===== config.mk =====
export PLATFORM = sky130hd
export DESIGN_NAME = code_entry_ctrl
export DESIGN_NICKNAME = d
export VERILOG_FILES = /design/src/rtl/code_entry_pkg.sv /design/src/rtl/code_entry_ctrl_digit_shift_reg.sv /design/src/rtl/code_entry_ctrl.sv
export SDC_FILE = /design/constraint.sdc
export NUM_CORES = 1
export LEC_CHECK = 0
export BUFFER_PORTS_ARGS = -buffer_cell sky130_fd_sc_hd__buf_4
export CAP_MARGIN = 10
export CORE_MARGIN = 1
export CORE_UTILIZATION = 25
export CTS_CLUSTER_SIZE = 25
export DETAILED_ROUTE_END_ITERATION = 10
export HOLD_SLACK_MARGIN = 0.1
export PLACE_DENSITY = 0.43
export RECOVER_POWER = 50
export SLEW_MARGIN = 10
export SYNTH_ARGS = -nofsm -noshare
export SYNTH_HDL_FRONTEND = slang
export SYNTH_HIERARCHICAL = 1
export SYNTH_SLANG_ARGS = --single-unit

===== constraint.sdc =====
create_clock -name clk -period 6.2 [get_ports clk]
set_input_delay 0.62 -clock clk [delete_from_list [all_inputs] [get_ports clk]]
set_output_delay 0.62 -clock clk [all_outputs]
set_load 0.01 [all_outputs]

===== src/rtl/code_entry_pkg.sv =====
// Shared types and constants for the keypad code-entry controller.
// State encodings are plain 3-bit constants so they read the same in netlists.
package code_entry_pkg;

  localparam logic [2:0] ST_ENTRY   = 3'd0;
  localparam logic [2:0] ST_OPEN    = 3'd1;
  localparam logic [2:0] ST_FAIL    = 3'd2;
  localparam logic [2:0] ST_LOCKOUT = 3'd3;
  localparam logic [2:0] ST_PROGRAM = 3'd4;

  typedef enum logic [2:0] {
    ENTRY   = ST_ENTRY,
    OPEN    = ST_OPEN,
    FAIL    = ST_FAIL,
    LOCKOUT = ST_LOCKOUT,
    PROGRAM = ST_PROGRAM
  } state_e;

  localparam logic [3:0] KEY_PROG = 4'hA;
  localparam logic [3:0] KEY_CLR  = 4'hC;
  localparam logic [3:0] KEY_ENT  = 4'hE;

  localparam logic [1:0] MODE_PROMPT = 2'b00;
  localparam logic [1:0] MODE_FAIL   = 2'b01;
  localparam logic [1:0] MODE_PASS   = 2'b10;
  localparam logic [1:0] MODE_BLANK  = 2'b11;

  function automatic int max3(input int a, input int b, input int c);
    int m;
    m = (a > b) ? a : b;
    return (m > c) ? m : c;
  endfunction

  function automatic logic [1:0] mode_of(input logic [2:0] st);
    logic [1:0] m;
    case (st)
      ST_OPEN:    m = MODE_PASS;
      ST_FAIL:    m = MODE_FAIL;
      ST_LOCKOUT: m = MODE_BLANK;
      default:    m = MODE_PROMPT;
    endcase
    return m;
  endfunction

endpackage


===== src/rtl/code_entry_ctrl_digit_shift_reg.sv =====
// Four-nibble entry buffer: newest digit in bits [3:0], with a per-nibble valid mask.
// Once all four nibbles are valid further digits are dropped rather than wrapping.
module digit_shift_reg
  import code_entry_pkg::*;
(
  input  logic        clk,
  input  logic        rst_n,
  input  logic        shift,
  input  logic        clr,
  input  logic [3:0]  din,
  output logic [15:0] digits,
  output logic [3:0]  valid,
  output logic        full
);

  assign full = &valid;

  always_ff @(posedge clk or negedge rst_n) begin
    if (!rst_n) begin
      digits <= '0;
      valid  <= '0;
    end else if (clr) begin
      digits <= '0;
      valid  <= '0;
    end else if (shift && !full) begin
      digits <= {digits[11:0], din};
      valid  <= {valid[2:0], 1'b1};
    end
  end

endmodule


===== src/rtl/code_entry_ctrl.sv =====
// Keypad code-entry controller: collects hex digits, checks them against a
// programmable code, and sequences open / fail / lockout for the display driver.
//
//   state   | meaning
//   --------+--------------------------------------------------------------
//   ENTRY   | collecting digits, prompt shown
//   OPEN    | code accepted, unlock held high until the timer expires
//   FAIL    | wrong or partial code shown, keys ignored until expiry
//   LOCKOUT | too many consecutive failures, display blank, keys ignored
//   PROGRAM | collecting a new code, entered from OPEN with the program key
module code_entry_ctrl
  import code_entry_pkg::*;
#(
  parameter logic [15:0] DEFAULT_CODE = 16'h1234,
  parameter int          OPEN_CYCLES  = 50_000_000,
  parameter int          FAIL_CYCLES  = 25_000_000,
  parameter int          LOCK_CYCLES  = 250_000_000,
  parameter int          MAX_TRIES    = 3
) (
  input  logic        clk,
  input  logic        rst_n,
  input  logic        key_valid,
  input  logic [3:0]  key_code,
  output logic [15:0] Digits,
  output logic [1:0]  DispMode,
  output logic [3:0]  Valid,
  output logic        unlock,
  output logic        locked_out
);

  localparam int MAX_CYC = max3(OPEN_CYCLES, FAIL_CYCLES, LOCK_CYCLES);
  localparam int TW      = ($clog2(MAX_CYC) < 1) ? 1 : $clog2(MAX_CYC);

  localparam logic [TW-1:0] OPEN_LD = TW'(OPEN_CYCLES - 1);
  localparam logic [TW-1:0] FAIL_LD = TW'(FAIL_CYCLES - 1);
  localparam logic [TW-1:0] LOCK_LD = TW'(LOCK_CYCLES - 1);
  localparam logic [3:0]    MAX_T   = 4'(MAX_TRIES);

  logic [2:0]    state, state_nx;
  logic [3:0]    tries, tries_nx;
  logic [15:0]   code_reg, code_nx;
  logic [TW-1:0] timer, timer_ld;
  logic          timer_zero;
  logic          sh_shift, sh_clr, dig_full;

  assign timer_zero = (timer == '0);

  digit_shift_reg u_digits (
    .clk    (clk),
    .rst_n  (rst_n),
    .shift  (sh_shift),
    .clr    (sh_clr),
    .din    (key_code),
    .digits (Digits),
    .valid  (Valid),
    .full   (dig_full)
  );

  always_comb begin
    state_nx = state;
    tries_nx = tries;
    code_nx  = code_reg;
    sh_shift = 1'b0;
    sh_clr   = 1'b0;
    case (state)
      ST_ENTRY, ST_PROGRAM: begin
        if (key_valid) begin
          if (key_code <= 4'h9) begin
            sh_shift = 1'b1;
          end else if (key_code == KEY_CLR) begin
            sh_clr = 1'b1;
          end else if (key_code == KEY_ENT) begin
            sh_clr = 1'b1;
            if (state == ST_PROGRAM) begin
              // A partial new code is abandoned; the old code stays in force.
              state_nx = ST_ENTRY;
              if (dig_full) code_nx = Digits;
            end else if (dig_full && (Digits == code_reg)) begin
              state_nx = ST_OPEN;
              tries_nx = '0;
            end else begin
              state_nx = ST_FAIL;
              if (tries != 4'hF) tries_nx = tries + 4'd1;
            end
          end
        end
      end
      ST_OPEN: begin
        if (timer_zero) begin
          state_nx = ST_ENTRY;
        end else if (key_valid && (key_code == KEY_PROG)) begin
          state_nx = ST_PROGRAM;
          sh_clr   = 1'b1;
        end
      end
      ST_FAIL: begin
        if (timer_zero) state_nx = (tries >= MAX_T) ? ST_LOCKOUT : ST_ENTRY;
      end
      ST_LOCKOUT: begin
        if (timer_zero) begin
          state_nx = ST_ENTRY;
          tries_nx = '0;
        end
      end
      default: begin
        state_nx = ST_ENTRY;
        sh_clr   = 1'b1;
      end
    endcase
  end

  always_comb begin
    case (state_nx)
      ST_OPEN:    timer_ld = OPEN_LD;
      ST_FAIL:    timer_ld = FAIL_LD;
      ST_LOCKOUT: timer_ld = LOCK_LD;
      default:    timer_ld = '0;
    endcase
  end

  always_ff @(posedge clk or negedge rst_n) begin
    if (!rst_n) begin
      state    <= ST_ENTRY;
      tries    <= '0;
      code_reg <= DEFAULT_CODE;
      timer    <= '0;
    end else begin
      state    <= state_nx;
      tries    <= tries_nx;
      code_reg <= code_nx;
      if (state_nx != state) timer <= timer_ld;
      else if (!timer_zero)  timer <= timer - TW'(1);
    end
  end

  // Status outputs follow the next state so they line up with Digits/Valid.
  always_ff @(posedge clk or negedge rst_n) begin
    if (!rst_n) begin
      DispMode   <= MODE_PROMPT;
      unlock     <= 1'b0;
      locked_out <= 1'b0;
    end else begin
      DispMode   <= mode_of(state_nx);
      unlock     <= (state_nx == ST_OPEN);
      locked_out <= (state_nx == ST_LOCKOUT);
    end
  end

endmodule


==> results.md, run 1 <==
Outcome:
- The flow ran to the end, but the final reports show violations.
- The checks that failed: capacitance limit, slew limit.

Global routing:
- The leftover overflow at the end of global routing is 0.
- The number of antenna violations at the first check in global routing came to 0.
- The maximum number of pins on one net before global-route repair is 76.
- The global-route wire length before repair is 16.31 mm.
- The global-route total usage across every layer is 13.04%.
- The via count of the first global-routing pass is 3022.

Timing:
- Setup violations remaining at the end of the flow were counted as 0.
- Timing would allow up to 243.9 MHz.
- The number of pins with negative max-slew slack in the final report is 76.
- The clock arrives with 6.648 ps of skew.
- The worst pin sits at a relative slew slack of -179.6%.
- The clock period could shrink to 4100 ps.
- Setup repair after global routing left no endpoint under its margin.
- The worst hold-check slack is 525.0 ps.
- The transition time of the tightest slew-check pin is 4194 ps.
- After routing, the total negative slack on setup checks comes to 0 ps.
- The final hold violation count is 0.
- The share of the clock period used by the worst path after layout is 66.13%.

Clock tree:
- The insertion delay to the later sink of the worst-skew pair is 340 ps.
- The buffers inserted during post-CTS setup optimization is 0.
- The number of instances resized during post-cts repair is 0.
- The number of levels the H-tree was split into is 3.
- The number of buffers inserted by hold repair at cts is 0.
- Clock-pin slew was measured on the worst setup and hold paths at 60 ps.
- The CTS tree is yes.
- The number of clock sinks is 75.
- The buffer type at the clock tree root is sky130_fd_sc_hd__clkbuf_16.
- The maximum buffer depth of the clock tree is 2.
- Buffers inserted during clock tree synthesis total 9.

Setup path:
- The critical path is of the in2async type.
- The family with the most delay on the worst path is buffers and inverters.
- In this run the worst path has a maximum fanout of 75.
- The data required time at the worst endpoint is 5670 ps.
- The critical path startpoint is rst_n.
- The worst register-to-register path begins at timer[7]$_DFFE_PN0P_.
- On the worst path, the slowest cell contributes a delay of 2880 ps.
- The signal on the critical path passes through clkbuf_1.
- The worst setup path is launched from an input port.
- The worst setup path is captured at an asynchronous set/reset pin.
- STA puts the critical path data arrival time at 3570 ps.
- Counting both buffers and inverters, the worst setup path holds a total of 1.
- The slowest cell on the critical path is sky130_fd_sc_hd__clkbuf_1.

Logic synthesis:
- The cell count after synthesis came out at 372.
- Counting flops with a built-in enable in the synthesized netlist gives 0.
- For this run, the leading register cell type out of synthesis is sky130_fd_sc_hd__dfrtp_1.
- Of the synthesized area, sequential elements account for 47.61%.
- The fraction of registers with async set or reset after synthesis is 100.0%.
- The post-synthesis net count is 382.
- The number of distinct library cells after synthesis is 52.
- A synthesized cell averages 10.63 um2.
- The mapped netlist covers 3955 um2.
- Yosys attributes the largest share of cell area to sky130_fd_sc_hd__dfrtp_1 (44%), sky130_fd_sc_hd__xor2_1 (5.8%), sky130_fd_sc_hd__mux2_2 (5.4%).
- Of all cell types, the one taking the most synthesized area is sky130_fd_sc_hd__dfrtp_1.
- The portion of synthesized cell area occupied by the leading cell type is 44.29%.
- The total of warnings raised by yosys is 6.
- The number of register bits inferred by synthesis is 75.

Flow run:
- The tool flagged a number of max-cap violations equal to 1.

Detailed routing:
- The average vias per placed instance is 4.659.
- The final layout contains routed wiring with a total length of 9.477 mm.
- Once detail routing completed, the nets flagged for antenna violations numbered 0.
- In this run, the number of DRC markers left after iteration 0 of detailed routing was 168.
- Dividing the detail-routed wire length by the instance count gives 15.38 um.
- After detailed routing, the number of remaining DRC violations is 0.
- The total via count after detailed routing is 2870.
- The pre-antenna-repair detailed-routing pass consisted of 4 iterations.

Pwr:
- The leakage dissipation is 2.118 nW.
- The peak supply drop is 0.1655 mV.
- Dividing total power by cell area gives a power density of 351.8 nW/um2.

Floorplan:
- The die extent in x is 127.8 um.
- The floorplan has 45 rows.
- The initial standard-cell utilization of the core is 25.83%.
- After floorplanning, the core was sized to cover 15310 um2.
- The die boundary height is 127.8 um.
- The area of the die is 16330 um2.
- For this design the top-level I/O count stands at 31.

Layout:
- Relative to the synthesized area, the layout overhead comes to 18.22%.
- 0 antenna diodes ended up in the layout.
- The register with the most flip-flops in the layout has 28 of them.
- In the final layout, the multi-input gates occupy 1957 um2.
- The layout cell share with drive strength beyond 1 is 17.53%.
- The footprint of the flip-flops and latches is 1883 um2.
- After the last flow step, the layout net total stands at 410.
- The number of filler instances in the final layout is 1645.

Place:
- The final HPWL from detailed placement is 6.599 mm.
- Routability-driven placement finished with a final weighted congestion of 0.8258.
- The number of input and output port buffers inserted is 30.

Min path:
- The type of the tightest min-delay check is reg2reg.
- The startpoint of the tightest hold check path is code_reg[1]$_DFFE_PN0P_.
report_power, final:
group	leakage (nW)	internal, mW	switching, mW	total [mW]
sequential	0.977	0.564	0.0847	0.649
combinational	0.968	0.157	0.194	0.351
clock	0.173	0.435	0.209	0.645
total	2.12	1.16	0.488	1.64
metrics by stage:
stage	power (mW)	worst slack (ps)	cell area, um2	utilization [%]	instances
CTS	1.675	2403	4725	30.85	616
finish	1.645	2100	4676	30.53	616
global route	1.744	1140	4676	30.53	616
global placement	1.010	2519	4359	28.46	600
floorplan	0.9223	3362	3955	-	372
detailed placement	1.016	2439	4359	28.46	600
metal layers:
layer	track usage (%)	part of all wire [%]	routed length (um)	vias to the layer above
met3	3.506	4.0	375	7
met5	0	0	0	-
li1	-	-	-	1400
met2	21.42	48	4517	43
met4	4.152	1.1	100	0
met1	16.64	47	4484	1420
cell usage after synthesis (2+ instances only):
| cell | number |
|---|---|
| sky130_fd_sc_hd__mux2i_1 | 17 |
| sky130_fd_sc_hd__xnor2_1 | 17 |
| sky130_fd_sc_hd__nand4_1 | 6 |
| sky130_fd_sc_hd__nand3b_1 | 4 |
| sky130_fd_sc_hd__nor2_1 | 26 |
| sky130_fd_sc_hd__and3_1 | 6 |
| sky130_fd_sc_hd__o211ai_2 | 2 |
| sky130_fd_sc_hd__dfrtp_1 | 70 |
| sky130_fd_sc_hd__or3_1 | 4 |
| sky130_fd_sc_hd__a211oi_1 | 5 |
| sky130_fd_sc_hd__or4_4 | 3 |
| sky130_fd_sc_hd__mux2_2 | 19 |
| sky130_fd_sc_hd__o22ai_1 | 8 |
| sky130_fd_sc_hd__a21o_1 | 2 |
| sky130_fd_sc_hd__o21ai_0 | 14 |
| sky130_fd_sc_hd__buf_2 | 2 |
| sky130_fd_sc_hd__buf_6 | 3 |
| sky130_fd_sc_hd__a21oi_1 | 10 |
| sky130_fd_sc_hd__clkbuf_1 | 7 |
| sky130_fd_sc_hd__nand3_1 | 8 |
| sky130_fd_sc_hd__inv_1 | 5 |
| sky130_fd_sc_hd__nor4_1 | 13 |
| sky130_fd_sc_hd__xor2_1 | 26 |
| sky130_fd_sc_hd__nand2b_1 | 20 |
| sky130_fd_sc_hd__nor4b_1 | 2 |
| sky130_fd_sc_hd__nand4b_1 | 4 |
| sky130_fd_sc_hd__dfstp_2 | 5 |
| sky130_fd_sc_hd__nor3_1 | 14 |
| sky130_fd_sc_hd__or2_2 | 3 |
| sky130_fd_sc_hd__ha_1 | 3 |
| sky130_fd_sc_hd__nand2_1 | 19 |
| sky130_fd_sc_hd__o21ai_1 | 5 |
path summary, 6_finish.rpt:
check / to / slack [ps] / cells after the start
setup reg to reg: timer[9]$_DFFE_PN0P_ / 2400 / 7
hold / removal: code_reg[1]$_DFFE_PN0P_ / 520 / 1
setup / recovery: u_digits/digits[4]$_DFFE_PN0P_ / 2100 / 1
hold reg to reg: code_reg[1]$_DFFE_PN0P_ / 520 / 1
max in group clk: timer[9]$_DFFE_PN0P_ / 2400 / 7
min in group asynchronous: timer[4]$_DFFE_PN0P_ / 1750 / 1
cell type report:
class                           instances  share of cell area, %
Inverter                                6                 0.4817
Sequential cell                        75                  40.27
Clock buffer                           10                  4.897
Tap cell                              211                  5.646
Clock inverter                          6                  2.917
Timing Repair Buffer                   31                  3.934
Multi-Input combinational cell        277                  41.85
kinds of logic after synthesis:
kind of cell	after synthesis	share of synthesized area (%)
AO/OA/AOI/OAI	55	8.985
XOR/XNOR	43	9.522
adder cells (fa/ha/maj)	3	0.9492
buffers and inverters	20	2.910
flip-flops	75	47.61
multiplexers	36	9.712
AND/OR/NAND/NOR	140	20.31
cells in the final DEF (no fill, tap or decap), types with 2 or more instances in the layout:
cell | synthesis | layout
sky130_fd_sc_hd__mux2i_1 | 17 | 17
sky130_fd_sc_hd__nand3_1 | 8 | 8
sky130_fd_sc_hd__or3_1 | 4 | 4
sky130_fd_sc_hd__o211ai_2 | 2 | 2
sky130_fd_sc_hd__or4_4 | 3 | 3
sky130_fd_sc_hd__clkbuf_16 | 0 | 9
sky130_fd_sc_hd__mux2_2 | 19 | 19
sky130_fd_sc_hd__o21ai_1 | 5 | 5
sky130_fd_sc_hd__inv_1 | 5 | 5
sky130_fd_sc_hd__nand4b_1 | 4 | 4
sky130_fd_sc_hd__nand3b_1 | 4 | 4
sky130_fd_sc_hd__nor4_1 | 13 | 13
sky130_fd_sc_hd__a21o_1 | 2 | 2
sky130_fd_sc_hd__and3_1 | 6 | 6
sky130_fd_sc_hd__nor2_1 | 26 | 26
sky130_fd_sc_hd__ha_1 | 3 | 3
sky130_fd_sc_hd__clkbuf_1 | 7 | 14
sky130_fd_sc_hd__o22ai_1 | 8 | 8
sky130_fd_sc_hd__xor2_1 | 26 | 26
sky130_fd_sc_hd__nand4_1 | 6 | 6
sky130_fd_sc_hd__dfrtp_1 | 70 | 70
sky130_fd_sc_hd__or2_2 | 3 | 3
sky130_fd_sc_hd__nand2b_1 | 20 | 20
sky130_fd_sc_hd__nand2_1 | 19 | 19
sky130_fd_sc_hd__nor4b_1 | 2 | 2
sky130_fd_sc_hd__nor3_1 | 14 | 14
sky130_fd_sc_hd__bufinv_16 | 0 | 4
sky130_fd_sc_hd__buf_4 | 1 | 18
sky130_fd_sc_hd__dfstp_2 | 5 | 5
sky130_fd_sc_hd__a21oi_1 | 10 | 10
sky130_fd_sc_hd__o21ai_0 | 14 | 14
sky130_fd_sc_hd__xnor2_1 | 17 | 17
sky130_fd_sc_hd__a211oi_1 | 5 | 5
No activity file was read; power rests on OpenSTA's default activity.
==> run 2: changes to the inputs <==
==> constraint.sdc (replaced) <==
create_clock -name clk -period 3.8 [get_ports clk]
set_input_delay 0.38 -clock clk [delete_from_list [all_inputs] [get_ports clk]]
set_output_delay 0.38 -clock clk [all_outputs]
set_load 0.01 [all_outputs]
==> results.md, run 2 (synthesis results as in run 1) <==
Detailed routing:
- The total DRC errors in the routed layout came to 0 (unchanged).
- The routed wire length on met2 is 4.619 mm (was 4.517 mm).
- The detailed-routed wire length on met3 was 451 um (was 375 um).
- The detailed-routing wirelength on met1 is 4.618 mm (was 4.484 mm).
- The post-route antenna net violation count came to 0 (unchanged).
- The average vias per placed instance is 4.648 (was 4.659).
- The first-pass iteration count of the detailed router is 4 (unchanged).
- The number of DRC markers after the initial detailed-route iteration is 163 (was 168).
- The wire length after detailed routing is 9.791 mm (was 9.477 mm).
- The topmost layer with routed signal wires was met4 (unchanged).
- The wire length per cell after detailed routing is 15.72 um (was 15.38 um).
- The total via count after detailed routing was 2896 (was 2870).

Pwr:
- The peak supply drop came to 0.2333 mV (was 0.1655 mV).
- The leakage dissipation is 2.062 nW (was 2.118 nW).
- The areal power density over the cells was 540.9 nW/um2 (was 351.8 nW/um2).

Clock tree:
- The clock slew at the register clock pins of the worst setup and hold paths was 70 ps (was 60 ps).
- The buffer type at the clock tree root is sky130_fd_sc_hd__clkbuf_16 (unchanged).
- The insertion delay to the later sink of the worst-skew pair is 350 ps (was 340 ps).
- The number of clock sinks was 75 (unchanged).
- The buffers inserted during post-CTS setup optimization is 0 (unchanged).
- The number of buffers inserted by hold repair at cts is 1 (was 0).
- The number of buffers created by CTS was 9 (unchanged).
- The number of instances resized during post-cts repair came to 0 (unchanged).
- The CTS tree is yes (unchanged).
- The number of levels the H-tree was split into is 3 (unchanged).
- The maximum buffer depth of the clock tree is 2 (unchanged).

Timing:
- The post-layout worst setup margin is 767.0 ps (was 2100 ps).
- The final-layout setup total negative slack is 0 ps (unchanged).
- The number of pins with negative max-slew slack in the final report is 30 (was 76).
- The share of the clock period used by the worst path after layout is 79.81%.
- The maximum achievable frequency is 329.7 MHz.
- The total of endpoints with negative setup slack in the final report came to 0 (unchanged).
- The worst setup skew after layout is 6.748 ps (was 6.648 ps).
- Unrepaired setup endpoints after global routing: false (unchanged).
- The transition time of the tightest slew-check pin came to 1743 ps (was 4194 ps).
- The final hold violation count came to 0 (unchanged).
- The worst slew margin relative to its limit is -16.22% (was -179.6%).
- The shortest clock period the worst path allows after layout is 3033 ps.

Setup path:
- The category of the worst setup path launch point was a register (was input port).
- The logic depth of the worst setup path including buffers was 8 (was 1).
- Cell Chain, Critical Path: or4_4 > or4_4 > nor3_2 > buf_4 > o21bai_1 > a2bb2oi_2 > o211a_1 > mux2_2 (was clkbuf_1).
- The longest individual stage delay on the worst path is 580 ps (was 2880 ps).
- The critical-path maximum fanout is 13 (was 75).
- The library cell appearing most often on the critical path is sky130_fd_sc_hd__or4_4.
- The slowest cell on the critical path is sky130_fd_sc_hd__or4_4 (was sky130_fd_sc_hd__clkbuf_1).
- The family with the most delay on the worst path is simple AND/OR/NAND/NOR gates (was buffers and inverters).
- The worst-case reg-to-reg path depth is 8 (was 7).
- The type of the setup path with the least slack is reg2reg (was in2async).
- The count of buffering cells on the critical path with inverters included was 1 (unchanged).
- The arrival time of data at the critical path endpoint is 3270 ps (was 3570 ps).
- The data required time at the worst endpoint was 4030 ps (was 5670 ps).
- The type of destination of the critical path is a register (was asynchronous set/reset pin).

Place:
- The final HPWL from detailed placement is 6.934 mm (was 6.599 mm).
- The post-detailed-placement cell area was 4404 um2 (was 4359 um2).
- The worst setup timing slack at the placement stage is 790.0 ps (was 2439 ps).
- The number of input and output port buffers inserted is 30 (unchanged).
- The last weighted congestion value of the routability-driven placer is 0.7707 (was 0.8258).

Global routing:
- The number of antenna violations at the first check in global routing was 0 (unchanged).
- The via count of the first global-routing pass was 2850 (was 3022).
- The leftover overflow at the end of global routing was 0 (unchanged).
- The global-route total usage across every layer is 13.01% (was 13.04%).
- The global-route wire length before repair was 15.98 mm (was 16.31 mm).
- The maximum number of pins on one net before global-route repair is 48 (was 76).

Layout:
- The layout overhead on the synthesized area is 16.45% (was 18.22%).
- The net count reported at finish was 417 (was 410).
- The post-route standard cell area excluding fillers was 4606 um2 (was 4676 um2).
- The layout cell share with drive strength beyond 1 is 16.02% (was 17.53%).
- The number of antenna repair diodes is 0 (unchanged).
- The flip-flop count of the largest register after layout is 28 (unchanged).
- The most common cell after layout, fill and taps aside is sky130_fd_sc_hd__dfrtp_1 (unchanged).
- Leading cell types in the layout, fill and taps excluded: sky130_fd_sc_hd__dfrtp_1 (70), sky130_fd_sc_hd__nor2_1 (26), sky130_fd_sc_hd__xor2_1 (26) (unchanged).

Floorplan:
- The number of placement rows came to 45 (unchanged).
- The core box area was 15310 um2 (unchanged).
- The area of the die is 16330 um2 (unchanged).
- The die boundary height is 127.8 um (unchanged).
- The initial standard-cell utilization of the core is 25.83% (unchanged).
- The total I/O pin count was 31 (unchanged).
- The die extent in x is 127.8 um (unchanged).

Min path:
- The worst hold path depth was 3 (was 1).
- The type of the tightest min-delay check is in2reg (was reg2reg).

Flow run:
- The reported max-cap violation count is 1 (unchanged).

Outcome:
- Violated checks: capacitance limit, slew limit (unchanged).
- Result of the run: finished, violations left (unchanged).
run 2: cell count changes in the layout (fill, tap and decap cells not counted):
cell / delta
sky130_fd_sc_hd__clkinv_2: +1
sky130_fd_sc_hd__clkbuf_8: +1
sky130_fd_sc_hd__clkinvlp_4: +1
sky130_fd_sc_hd__buf_4: -6
sky130_fd_sc_hd__inv_6: +2
sky130_fd_sc_hd__dlygate4sd3_1: +1
sky130_fd_sc_hd__clkbuf_1: +11
sky130_fd_sc_hd__bufinv_16: -4
run 2: stage by stage:
| step | instances | hold slack [ps] | utilization, % | total power [mW] |
|---|---|---|---|---|
| floorplan | 372 | 84.41 | - | 1.505 |
| global placement | 606 | 458.6 | 28.76 | 1.679 |
| detailed placement | 606 | 448.9 | 28.76 | 1.682 |
| CTS | 623 | 306.1 | 30.69 | 2.537 |
| global route | 623 | 320.8 | 30.07 | 2.638 |
| finish | 623 | 316.3 | 30.07 | 2.491 |
run 2: tightest hold or removal path, cell delays in order:
cell                       delay (ps)
sky130_fd_sc_hd__buf_4             90
sky130_fd_sc_hd__nand4b_1          80
sky130_fd_sc_hd__o21ai_1           80
run 2: final cells by class:
type                       count  area, um2
fill                        1661      10710
sequential                    75       1883
timing repair buffer          38      193.9
tap                          211      264.0
clock buffer                  10      239.0
multi-input combinational    277       1957
inverter                       6      22.52
clock inverter                 6      46.29
run 2: routing by layer:
layer | vias up | GRT usage (%)
met5 | - | 0
met4 | 0 | 3.322
met3 | 10 | 4.174
met2 | 56 | 20.94
met1 | 1412 | 16.84
li1 | 1418 | -
run 2: report_power, final:
part	leakage (nW)	internal (mW)	switching, mW
clock network	0.136	0.466	0.374
registers	0.977	0.920	0.137
logic	0.949	0.268	0.327
run 2: path summary, 6_finish.rpt:
check | slack, ps | to | start
max | 770 | timer[18]$_DFFE_PN0P_ | timer[7]$_DFFE_PN0P_
min | 320 | u_digits/digits[3]$_DFFE_PN0P_ | key_code[3]
max reg2reg | 770 | timer[18]$_DFFE_PN0P_ | timer[7]$_DFFE_PN0P_
min reg2reg | 530 | code_reg[8]$_DFFE_PN0P_ | code_reg[8]$_DFFE_PN0P_
max in group asynchronous | 1140 | state[2]$_DFF_PN0_ | rst_n
min in group asynchronous | 620 | timer[2]$_DFFE_PN0P_ | rst_n
